===== src/rtl/serial_adder_pipe.sv =====
`default_nettype none
// ============================================================================
// Module      : serial_adder_pipe
// Description : Digit-serial adder. Each clock it adds DIGIT bits of a and b
//               through a ripple chain and keeps the inter-digit carry in a
//               register. Optional macro SERIAL_ADDER_SUB_EN adds a sub port.
// Revision    : 1.0 - initial release
// ============================================================================
module serial_adder_pipe #(
    parameter int WIDTH = 16,
    parameter int DIGIT = 4
) (
    input  logic             clk,
    input  logic             rst,
    input  logic             in_valid,
    output logic             in_ready,
    input  logic [WIDTH-1:0] a,
    input  logic [WIDTH-1:0] b,
    input  logic             cin,
`ifdef SERIAL_ADDER_SUB_EN
    input  logic             sub,
`endif
    output logic             out_valid,
    input  logic             out_ready,
    output logic [WIDTH-1:0] sum,
    output logic             cout,
    output logic             busy
);

    localparam int c_cycles = WIDTH / DIGIT;
    localparam int c_cnt_w  = (c_cycles > 1) ? $clog2(c_cycles) : 1;
    localparam logic [c_cnt_w-1:0] c_cnt_last = c_cnt_w'(c_cycles - 1);

    localparam logic [1:0] c_st_idle = 2'd0;
    localparam logic [1:0] c_st_run  = 2'd1;
    localparam logic [1:0] c_st_done = 2'd2;

    logic [1:0]         r_state;
    logic [1:0]         w_state_nxt;
    logic [WIDTH-1:0]   r_a;
    logic [WIDTH-1:0]   r_b;
    logic [WIDTH-1:0]   r_sum;
    logic               r_carry;
    logic               r_cout;
    logic [c_cnt_w-1:0] r_cnt;

    logic               w_accept;
    logic               w_last;
    logic [WIDTH-1:0]   w_b_in;
    logic               w_cin_in;
    logic [DIGIT:0]     w_c;
    logic [DIGIT-1:0]   w_s;
    logic [WIDTH-1:0]   w_a_shift;
    logic [WIDTH-1:0]   w_b_shift;
    logic [WIDTH-1:0]   w_sum_shift;

    assign w_accept = in_valid && (r_state == c_st_idle);
    assign w_last   = (r_cnt == c_cnt_last);

`ifdef SERIAL_ADDER_SUB_EN
    // Subtraction as a + ~b + 1; the forced carry replaces cin.
    assign w_b_in   = sub ? ~b : b;
    assign w_cin_in = sub ? 1'b1 : cin;
`else
    assign w_b_in   = b;
    assign w_cin_in = cin;
`endif

    assign w_c[0] = r_carry;

    genvar gi;
    generate
        for (gi = 0; gi < DIGIT; gi++) begin : g_fa
            assign w_s[gi]   = r_a[gi] ^ r_b[gi] ^ w_c[gi];
            assign w_c[gi+1] = (r_a[gi] & r_b[gi]) | (w_c[gi] & (r_a[gi] ^ r_b[gi]));
        end

        if (DIGIT == WIDTH) begin : g_single_digit
            assign w_a_shift   = '0;
            assign w_b_shift   = '0;
            assign w_sum_shift = w_s;
        end else begin : g_multi_digit
            // Result digits enter at the MSB end so the first digit lands at bit 0.
            assign w_a_shift   = {{DIGIT{1'b0}}, r_a[WIDTH-1:DIGIT]};
            assign w_b_shift   = {{DIGIT{1'b0}}, r_b[WIDTH-1:DIGIT]};
            assign w_sum_shift = {w_s, r_sum[WIDTH-1:DIGIT]};
        end
    endgenerate

    always_ff @(posedge clk) begin
        if (rst) begin
            r_state <= c_st_idle;
        end else begin
            r_state <= w_state_nxt;
        end
    end

    always_comb begin
        w_state_nxt = r_state;
        case (r_state)
            c_st_idle: if (w_accept)  w_state_nxt = c_st_run;
            c_st_run:  if (w_last)    w_state_nxt = c_st_done;
            c_st_done: if (out_ready) w_state_nxt = c_st_idle;
            default:                  w_state_nxt = c_st_idle;
        endcase
    end

    always_ff @(posedge clk) begin
        if (rst) begin
            r_a     <= '0;
            r_b     <= '0;
            r_sum   <= '0;
            r_carry <= 1'b0;
            r_cout  <= 1'b0;
            r_cnt   <= '0;
        end else if (w_accept) begin
            r_a     <= a;
            r_b     <= w_b_in;
            r_carry <= w_cin_in;
            r_cnt   <= '0;
        end else if (r_state == c_st_run) begin
            r_a     <= w_a_shift;
            r_b     <= w_b_shift;
            r_sum   <= w_sum_shift;
            r_carry <= w_c[DIGIT];
            r_cnt   <= r_cnt + 1'b1;
            if (w_last) begin
                r_cout <= w_c[DIGIT];
            end
        end
    end

    assign in_ready  = (r_state == c_st_idle);
    assign out_valid = (r_state == c_st_done);
    assign busy      = (r_state != c_st_idle);
    assign sum       = r_sum;
    assign cout      = r_cout;

endmodule
`default_nettype wire


===== config.mk =====
export PLATFORM = sky130hd
export DESIGN_NAME = serial_adder_pipe
export DESIGN_NICKNAME = d
export VERILOG_FILES = /design/src/rtl/serial_adder_pipe.sv
export SDC_FILE = /design/constraint.sdc
export NUM_CORES = 1
export LEC_CHECK = 0
export CORE_MARGIN = 3
export CORE_UTILIZATION = 55
export CTS_BUF_LIST = sky130_fd_sc_hd__clkbuf_2 sky130_fd_sc_hd__clkbuf_4 sky130_fd_sc_hd__clkbuf_8
export DETAILED_ROUTE_END_ITERATION = 16
export PLACE_DENSITY = 0.87
export SYNTH_ARGS = -nofsm -noshare
export SYNTH_HDL_FRONTEND = slang
export SYNTH_SLANG_ARGS = --single-unit
export TNS_END_PERCENT = 1

===== constraint.sdc =====
create_clock -name clk -period 5.4 [get_ports clk]
set_input_delay 1.08 -clock clk [delete_from_list [all_inputs] [get_ports clk]]
set_output_delay 1.08 -clock clk [all_outputs]
set_load 0.01 [all_outputs]

# Word-level counts from Yosys, hierarchy flattened
# Cells that the tools add are included.
[totals]
register_bits = 54
latch_bits = 0
mem_bits_rw = 0
rom_bits = 0
inputBits = 37
out_inout_bits = 20
wordCells = 53
mem_count = 0
[op_classes]
add_sub_neg = 1
mul = 0
n_div = 0
order_cmp = 0
eq_ne = 6
shift = 0
mux = 10
bitwise = 21
reduce_logical = 8
[ops]
columns = ["operator", "count"]
rows = [
  ["$mux W16", 4],
  ["$and A1 B1 Y1", 8],
  ["$xor A1 B1 Y1", 8],
  ["$mux W2", 3],
  ["$pmux W2 S3", 1],
  ["$reduce_and A3 Y1", 2],
  ["$eq A2 B2 Y1 const B", 2],
  ["$ne A2 B1 Y1 const B", 2],
  ["$or A1 B1 Y1", 4],
  ["$reduce_bool A2 Y1", 2],
  ["$add A2 B1 Y2 const B", 1],
  ["$eq A2 B1 Y1 const B", 1],
  ["$logic_not A2 Y1", 1],
  ["$mux W1", 2],
  ["$ne A2 B2 Y1 const B", 1],
  ["$reduce_and A2 Y1", 1],
  ["$reduce_or A2 Y1", 1],
  ["$logic_and A1 B1 Y1", 1],
  ["$not A1 Y1", 1],
]

# Logic depth before layout (Yosys ltp)
# Gate-level depths: netlist of the first run.
[logic_depth]
word_depth = 11
mapped_depth = 9
mapped_depth_nobuf = 9

# Worst setup path before layout of the first run
# No wires, ideal clock.
[synth_timing]
kind = "register -> output"
from = "register r_state[1]"
to = "output port in_ready"
t_arrival_ns = 1.014
required_time_ns = 4.320
path_slack_ns = 3.306
path_stages_with_launch = 5
path_buffers = 2
path_cell_list = "dfxtp_1 > buf_4 > buf_2 > or2_2 > inv_1"
[synth_via]
elab_chain_len = 1
[synth_lines]
columns = ["item", "line", "text"]
rows = [
  ["from (decl)", "38", "logic [1:0] r_state;"],
  ["from (signal assigned)", "92", "r_state <= c_st_idle;"],
  ["from (signal assigned)", "94", "r_state <= w_state_nxt;"],
  ["$logic_not A2 Y1", "133", "assign in_ready = (r_state == c_st_idle);"],
  ["to (decl)", "16", "output logic in_ready,"],
]
# No other way between the ends.

# Worst setup path after layout of the first run
[layout_timing]
from = "register r_state[1]"
to = "output port out_valid"
[layout_via]
elab_chain_len = 1
[layout_lines]
columns = ["item", "line", "text"]
rows = [
  ["$eq A2 B2 Y1", "134", "assign out_valid = (r_state == c_st_done);"],
  ["to (decl)", "23", "output logic out_valid,"],
]
# No other way between the ends.

==> results.md, run 1 <==
- Status: finished clean
- DRC Markers: 0
- Routing usage on met3: 3.60%
- Post-synth ARST share: 0%
- Worst EP required: 4.32 ns
- CTS sink count: 54
- Tmin final: 3.00 ns
- Die Area: 5220 µm²
- Die Span Y: 72.2 µm
- Clock latency on the worst-skew pair: 0.30 ns
- TritonCTS clock tree: done
- CTS clock-pin slew for the worst setup and hold paths: 0.09 ns
- Die width: 72.2 µm
- Post-synth EDFFs: 0
- Clk Tree Root Cell: clkbuf_8
- Crit share post-route: 55.5%
- M2 GR Usage: 34.9%
- I/O pins: 57
- Startpoint types: register
- Max cap viols: 0
- Total wire length: 5160 µm
- Average wire per standard cell: 13.7 µm
- Busiest layer in global routing: met2
- Largest net degree at the start of global routing: 55
- Antenna diodes: 0
- Power Dens Cells: 275 nW/µm²
- Worst slew pin tran: 1.06 ns
- Lkg Pwr: 0.00108 µW
- Post-CTS Setup Bufs: 0
- Most used DFF post-synth: dfxtp_1
- CTS max path bufs: 2
- Syn_nets: 326
- Data arrival, critical path: 1.92 ns
- Critical Path End Type: output pin
- Layout cell share with drive strength beyond 1: 9.51%
- Mean Syn Cell Area: 8.49 µm²
- Initial antenna violation count: 0
- Initial DRC count: 154
- Filler cells: 343
- Fmax: 333 MHz
- Setup TNS: 0 ns
- Tot GR Track Use: 20.5%
- Cell area after synthesis: 2410 µm²
- Hold_ws: 0.462 ns
- Final count of pins violating max slew: 0
- # port buffers: 56
- Final core utilization: 72.7%
- # resized after CTS: 0
- Final Hold Viols: 0
- Post-CTS Hold Buffers: 0
- Placed inst area: 2900 µm²
- H-Tree Depth: 2
- Crit Path Max Fanout: 20
- First-pass GRT wire length: 8630 µm
- Area Growth Syn to Fin: 24.0%
- Place WS: 2.13 ns
- Register area share after synthesis: 44.8%
- Finish-stage setup viols: 0
- Post-Synthesis Cells: 284
- Row count: 23
- DR vias/cell: 5.52
- Nets: 367
- Worst hold path type: reg2reg
- Vias in the first global route: 1,976
- Remaining global-route overflow: 0
- DP Wirelength: 3440 µm
- Number of routed nets with antenna violations: 0
- 1st-pass router iterations: 4
- GR Util met1: 26.4%
- WS Path Type: reg2out
- Core area: 4120 µm²
- Yosys warns: 0
- Final Cell Area: 2990 µm²
- RSZ-0062 raised after global routing: no
- Count of cell types in the netlist: 32
- Final Skew: 0.00540 ns
- Total number of vias: 2,077
- Seq cells post-synth: 54
- CTS buffer count: 5
- Worst vdd ir: 0.201 mV
- Initial Utilization: 58.6%
- Routability-driven placement congestion ratio: 0.791
- Slew margin rel.: 29.5%
- Final WS setup: 2.40 ns
[critical path: stages, from the launching register on]
cell	delay [ns]
dfxtp_1	0.75
nor2b_1	0.29
clkdlybuf4s50_1	0.58
[cells in the final DEF (no fill, tap or decap), types with 2 or more instances in the layout]
master,instances
a21oi_1,50
a2111oi_1,2
clkbuf_8,5
a211oi_1,8
buf_4,2
clkdlybuf4s50_1,55
nor2_1,29
nand2b_1,2
a211oi_2,10
o22ai_1,3
nor2b_1,3
nor3_1,2
inv_1,13
o22a_1,2
nand3_1,8
dfxtp_1,54
o221a_2,6
fa_1,4
nand2_1,52
[synthesized netlist by cell type, types with 2 or more instances]
library cell | number | area share (%)
nand2_1 | 52 | 8.1
nor3_1 | 2 | 0.41
nor2b_1 | 3 | 0.78
a21oi_1 | 50 | 10
buf_2 | 10 | 2.1
buf_4 | 3 | 0.93
inv_1 | 13 | 2.0
fa_1 | 4 | 3.3
a2111oi_1 | 2 | 0.83
buf_6 | 4 | 1.9
nand3_1 | 8 | 1.7
clkbuf_1 | 7 | 1.1
a211oi_2 | 10 | 5.2
o22a_1 | 2 | 0.73
o22ai_1 | 3 | 0.78
a211oi_1 | 8 | 2.5
nand2b_1 | 2 | 0.52
nor2_1 | 29 | 4.5
dfxtp_1 | 54 | 45
o221a_2 | 6 | 2.8
[per-layer routing]
layer,part of all wire (%),vias to the layer above
met3,5.5,7
met1,45,963
met5,0,-
met4,1.1,0
met2,48,61
li1,-,1046
[cell families (layout without fill, tap and decap cells)]
group,after synthesis,after routing,synth area share [%]
AOI/OAI and AO/OA,85,85,24.6
and+or+nand+nor,101,101,18.0
xor gates and xnor gates,1,1,0.363
muxes,1,1,0.415
adders and majority gates,5,5,3.84
buffers and inverters,37,79,7.99
DFF,54,54,44.8
[report_power, final]
group | internal, µW | leakage, µW | switching, µW
Sequential | 425 | 0.000443 | 20.6
Clock | 96.9 | 0.0000486 | 132
Combinational | 73.0 | 0.000589 | 74.8
[sequential cells by signal, indices dropped and copies added, names as in the netlist]
signal   flops
cout         1
r_a         16
r_b         16
r_carry      1
r_cnt        2
r_state      2
sum         16
[area by class of cell]
cell class / count / area [µm²] / area share (%)
Clock buffer: 6 / 76.3 / 2.55
Sequential cell: 54 / 1080 / 36.1
Timing Repair Buffer: 58 / 571 / 19.1
Tap cell: 50 / 62.6 / 2.09
Inverter: 13 / 48.8 / 1.63
Clock inverter: 2 / 13.8 / 0.460
Multi-Input combinational cell: 193 / 1140 / 38.1
[per-stage QoR]
step	cells	power, µW
6_report	376	822
5_1_grt	376	858
4_1_cts	376	825
3_5_place_dp	368	601
3_3_place_gp	368	597
2_1_floorplan	284	549
[final timing paths]
path / slack, ns / cells past startpoint / startpoint / end
worst max-delay path: 2.40 / 2 / r_state[1] / out_valid
worst min-delay path: 0.46 / 2 / r_b[12] / r_b[8]
worst max register to register: 3.09 / 4 / r_state[1] / r_a[9]
worst min register to register: 0.46 / 2 / r_b[12] / r_b[8]
Note: power is estimated with default switching activity, not from simulation.
==> run 2, diff against run 1 <==
CORE_UTILIZATION = 51   (was 55)
PLACE_DENSITY = 0.82   (was 0.87)
clock period = 2.9 ns   (was 5.4 ns; I/O delays follow)
==> run 2 against run 1 <==
Clock power grew 87%. Critical endpoint is now in_ready. Setup slack lost 1.8 ns. Routed wire length is essentially flat. Non-clock buffer count grew 5. First-iteration DRC count grew 27%. Core utilization shrank 4.8 points. Via count grew 1.2%. Critical path depth grew 1. Register-to-register slack lost 2.4 ns. Sequential share of layout area shrank 0.54 points.
==> results.md, run 2 (synthesis results as in run 1) <==
- Status: finished clean
- Total wire length: 5160 µm (about the same)
- Antenna diodes: 0 (unchanged)
- CTS buffer count: 5 (unchanged)
- Sequential share of power: 54.0% (-0.2 points)
- Tmin final: 2.29 ns
- Final count of pins violating max slew: 0 (unchanged)
- Int Pwr: 1130 µW (+90%)
- Gate power share: 18.0% (about the same)
- DP Wirelength: 3500 µm (+1.9%)
- Core area: 4470 µm² (+8.7%)
- Finish-stage setup viols: 0 (unchanged)
- First-pass GRT wire length: 8510 µm (-1.3%)
- I/O pins: 57 (unchanged)
- Clock Power Share: 28.0% (+0.2 points)
- Commonest non-fill, non-tap cell in the layout: clkdlybuf4s50_1
- Final Skew: 0.00500 ns (-0.000391 ns)
- Post-CTS Setup Bufs: 0 (unchanged)
- Largest net degree at the start of global routing: 41 (-25%)
- Die Area: 5590 µm² (+7.2%)
- Clock latency on the worst-skew pair: 0.30 ns (about the same)
- Placed inst area: 2940 µm² (+1.4%)
- Number of routed nets with antenna violations: 0 (unchanged)
- Delay of the slowest cell on the worst path: 0.52 ns (-0.23 ns)
- Startpoint types: register
- # resized after CTS: 0 (unchanged)
- Setup TNS: 0 ns (unchanged)
- Most frequent cells in the layout: 55 x clkdlybuf4s50_1, 54 x dfxtp_1, 52 x nand2_1
- TritonCTS clock tree: done
- Final Cell Area: 3040 µm² (+1.5%)
- Worst Path Buf+Inv: 2 (+1)
- Final Hold Viols: 0 (unchanged)
- Worst vdd ir: 0.327 mV (+62%)
- Die width: 74.8 µm (+3.5%)
- DR vias/cell: 5.49 (-0.65%)
- Critical Path End Type: output pin
- Layout cell share with drive strength beyond 1: 10.9% (+1.4 points)
- Vias in the first global route: 1,912 (-3.2%)
- Crit Path Max Fanout: 13 (-35%)
- Total number of vias: 2,102 (+1.2%)
- Average wire per standard cell: 13.5 µm (-1.9%)
- Clk Tree Root Cell: clkbuf_8
- Area Growth Syn to Fin: 25.9%
- Max cap viols: 0 (unchanged)
- Initial Utilization: 53.9% (-4.7 points)
- Worst slew pin tran: 0.783 ns (-0.275 ns)
- DRC Markers: 0 (unchanged)
- Routability-driven placement congestion ratio: 0.740 (-6.4%)
- H-Tree Depth: 2 (unchanged)
- Lkg Pwr: 0.00111 µW (+2.6%)
- Worst EP required: 2.32 ns (-2.00 ns)
- Sw power: 402 µW (+77%)
- Worst-path cell with the longest stage delay: clkdlybuf4s50_1
- Crit share post-route: 79.0%
- Data arrival, critical path: 1.71 ns (-0.21 ns)
- Power Dens Cells: 505 nW/µm² (+84%)
- Multi-input logic area: 1140 µm² (unchanged)
- Slew margin rel.: 47.8% (+18 points)
- Fmax: 436 MHz
- Filler cells: 407 (+19%)
- CTS max path bufs: 2 (unchanged)
- Remaining global-route overflow: 0 (unchanged)
- Initial antenna violation count: 0 (unchanged)
- Register area: 1080 µm² (unchanged)
- 1st-pass router iterations: 4 (unchanged)
- CTS sink count: 54 (unchanged)
- Tot GR Track Use: 19.6% (-0.94 points)
- # port buffers: 56 (unchanged)
- WS Path Type: reg2out
- Post-CTS Hold Buffers: 0 (unchanged)
- Worst hold path type: reg2reg
- Nets: 372 (+1.4%)
- Cell Chain, Critical Path: or2_2, inv_1, clkdlybuf4s50_1
- CTS clock-pin slew for the worst setup and hold paths: 0.09 ns (about the same)
- Row count: 24 (+4.3%)
- Die Span Y: 74.8 µm (+3.5%)
- Switching share of power: 26.2% (-1.4 points)
- Initial DRC count: 196 (+27%)
- CP delay by family, top: buffers and inverters
- RSZ-0062 raised after global routing: no
==> run 2: worst paths after layout <==
check | slack, ns | cells past startpoint | from | endpoint
max | 0.61 | 3 | r_state[0] | in_ready
min | 0.46 | 2 | sum[0] | sum[0]
max reg2reg | 0.73 | 8 | r_a[0] | sum[15]
min reg2reg | 0.46 | 2 | sum[0] | sum[0]
==> run 2: area by class of cell <==
class | instances | share of cell area, %
Timing Repair Buffer | 63 | 20.0
Tap cell | 52 | 2.14
Sequential cell | 54 | 35.6
Inverter | 13 | 1.61
Clock inverter | 1 | 0.165
Clock buffer | 7 | 2.97
Multi-Input combinational cell | 193 | 37.5
==> run 2: metrics by stage <==
step	power (µW)	std cells	hold WS [ns]	utilization [%]	setup slack, ns
after floorplan	1020	284	0.437	-	0.861
after global placement	1120	375	0.444	65.7	0.689
after detailed placement	1120	375	0.449	65.7	0.657
after CTS	1550	383	0.466	67.9	0.608
after global routing	1610	383	0.487	67.9	0.539
final	1530	383	0.460	67.9	0.609
==> run 2: worst reg2reg max path, stage by stage, from the launching register on <==
cell,delay (ns)
dfxtp_1,0.35
fa_1,0.42
inv_1,0.08
fa_1,0.15
inv_1,0.05
fa_1,0.35
inv_1,0.07
fa_1,0.43
a211oi_1,0.20
==> run 2: power by group through the flow <==
stage	Combinational (µW)	Sequential, µW	Clock [µW]
6_report	277	828	429
5_1_grt	311	835	465
3_3_place_gp	274	843	0
4_1_cts	279	828	442
2_1_floorplan	184	837	0
3_5_place_dp	277	845	0
==> run 2: routing by layer <==
metal	part of all wire (%)	track usage [%]	up-vias
li1	-	-	1057
met1	45	25.4	974
met2	48	32.1	64
met3	5.5	5.21	7
met4	1.2	5.93	0
met5	0	0	-
==> run 3, diff against run 2 <==
CORE_UTILIZATION = 46   (was 51)
PLACE_DENSITY = 0.78   (was 0.82)
clock period = 2 ns   (was 2.9 ns; I/O delays follow)
==> run 3 against run 2 <==
The run now ends with setup timing left. First-iteration DRC count fell by 32%. Routed wire length rose by 6.5%. Register-to-register slack got worse by 0.79 ns. Critical path depth rose by 5. Cell count rose by 5.5%. Die area rose by 10%. Clock skew rose by 0.014 ns. Clock-buffer cell count fell by 2. Clock power rose by 77%. Global-route usage fell by 0.56 points. Sequential power rose by 45%. Sequential share of layout area fell by 1.5 points. Critical path type is now reg2reg. Critical endpoint is now sum[15].
==> results.md, run 3 (synthesis results as in run 1) <==
- Fmax: 486 MHz
- DP Wirelength: 3780 µm (+7.7%)
- Worst Path Buf+Inv: 3 (+1)
- Most frequent cells in the layout: 54 x clkdlybuf4s50_1, 52 x nand2_1, 50 x a21oi_1
- CTS clock-pin slew for the worst setup and hold paths: 0.12 ns (+0.03 ns)
- Worst hold path type: reg2reg
- Layout cell share with drive strength beyond 1: 16.6% (+5.7 points)
- Crit share post-route: 103%
- RSZ-0062 raised after global routing: yes
- Clk Tree Root Cell: clkbuf_8
- # port buffers: 56 (unchanged)
- Tot GR Track Use: 19.0% (-0.56 points)
- Worst vdd ir: 0.414 mV (+27%)
- Clock latency on the worst-skew pair: 0.32 ns (+0.02 ns)
- Die Span Y: 78.4 µm (+4.9%)
- Initial antenna violation count: 0 (unchanged)
- Routability-driven placement congestion ratio: 0.791 (+6.9%)
- I/O pins: 57 (unchanged)
- CTS buffer count: 5 (unchanged)
- WS Path Type: reg2reg
- Die width: 78.4 µm (+4.9%)
- 1st-pass router iterations: 4 (unchanged)
- Area Growth Syn to Fin: 32.7%
- Final Hold Viols: 0 (unchanged)
- Place WS: -0.101 ns (-0.758 ns)
- Max cap viols: 0 (unchanged)
- Initial DRC count: 134 (-32%)
- Critical Path End Type: register
- Post-CTS Setup Bufs: 0 (unchanged)
- Power Dens Cells: 754 nW/µm² (+49%)
- Inst Count DP: 396 (+5.6%)
- First-pass GRT wire length: 9410 µm (+11%)
- Initial Utilization: 49.4% (-4.5 points)
- Commonest non-fill, non-tap cell in the layout: clkdlybuf4s50_1
- Worst-path cell with the longest stage delay: fa_2
- Reg2Reg Setup Slack: -0.06 ns (-0.79 ns)
- Remaining global-route overflow: 0 (unchanged)
- Vias in the first global route: 2,039 (+6.6%)
- DRC Markers: 0 (unchanged)
- Row count: 25 (+4.2%)
- CP delay by family, top: adder cells
- Non-Filler Instances: 404 (+5.5%)
- Slew margin rel.: 53.7% (+5.9 points)
- Antenna diodes: 0 (unchanged)
- Total number of vias: 2,102 (unchanged)
- Nets: 378 (+1.6%)
- TritonCTS clock tree: done
- Worst EP required: 2.25 ns (-0.07 ns)
- Critical path's most frequent cell: fa_2
- CTS sink count: 54 (unchanged)
- Tmin final: 2.06 ns
- Number of routed nets with antenna violations: 0 (unchanged)
- Lkg Pwr: 0.00117 µW (+5.3%)
- H-Tree Depth: 2 (unchanged)
- Die Area: 6150 µm² (+10%)
- Final core utilization: 65.6% (-2.3 points)
- Final count of pins violating max slew: 0 (unchanged)
- CTS max path bufs: 2 (unchanged)
- Average wire per standard cell: 13.6 µm (+1.0%)
- Delay of the slowest cell on the worst path: 0.43 ns (-0.09 ns)
- Status: complete, but fails checks
- Core area: 4880 µm² (+9.1%)
- Final WS setup: -0.0592 ns (-0.668 ns)
- DR vias/cell: 5.20 (-5.2%)
- Final Skew: 0.0185 ns (+0.0135 ns)
- Startpoint types: register
- Cell Chain, Critical Path: fa_2, inv_2, fa_2, inv_2, fa_2, inv_2, fa_2, a211oi_2
- Worst slew pin tran: 0.695 ns (-0.0883 ns)
- Data arrival, critical path: 2.31 ns (+0.60 ns)
- Crit Path Max Fanout: 2 (-11)
- Finish-stage setup viols: 2 (+2)
- Total wire length: 5500 µm (+6.5%)
- Largest net degree at the start of global routing: 38 (-7.3%)
- Failing checks: setup timing
- Setup TNS: -0.0713 ns (-0.0713 ns)
run 3: worst register-to-register path: cells and delay by family (launching register included):
| kind | cells | cell delay [ns] |
|---|---|---|
| AOI/OAI and AO/OA | 1 | 0.17 |
| adders and majority gates | 4 | 1.31 |
| buffers and inverters | 3 | 0.16 |
| DFF | 1 | 0.35 |
run 3: metrics by stage:
step	hold WS (ns)	area (µm²)	total power, µW
2_1_floorplan	0.437	2420	1490
3_3_place_gp	0.444	3070	1660
3_5_place_dp	0.450	3070	1670
4_1_cts	0.468	3190	2420
5_1_grt	0.481	3200	2530
6_report	0.463	3200	2410
run 3: where the power goes:
part | internal [µW] | switching [µW]
Sequential | 1150 | 50.3
Clock | 380 | 380
Combinational | 234 | 220
Total | 1760 | 651
run 3: layer usage:
layer,part of all wire (%),vias up,global-route usage (%)
li1,-,1071,-
met2,47,55,32.4
met3,5.2,8,4.70
met4,1.1,0,4.90
met5,0,-,0
met1,46,968,24.1
run 3: path summary, 6_finish.rpt:
| path | startpoint | end | cells after the start |
|---|---|---|---|
| setup / recovery | r_a[0] | sum[15] | 8 |
| setup reg to reg | r_a[0] | sum[15] | 8 |
| hold / removal | sum[2] | sum[2] | 2 |
| hold reg to reg | sum[2] | sum[2] | 2 |
run 3: area by class of cell:
type | count | area [µm²]
fill | 442 | 1680
multi-input combinational | 193 | 1160
tap | 67 | 83.8
clock inverter | 3 | 47.5
timing repair buffer | 69 | 706
clock buffer | 5 | 68.8
sequential | 54 | 1090
inverter | 13 | 48.8
run 3: what timing repair did:
action,in CTS,in global routing
hold buffers,0,0
endpoints found under the setup margin,4,5
resized for setup,3,6
pin swaps,3,0
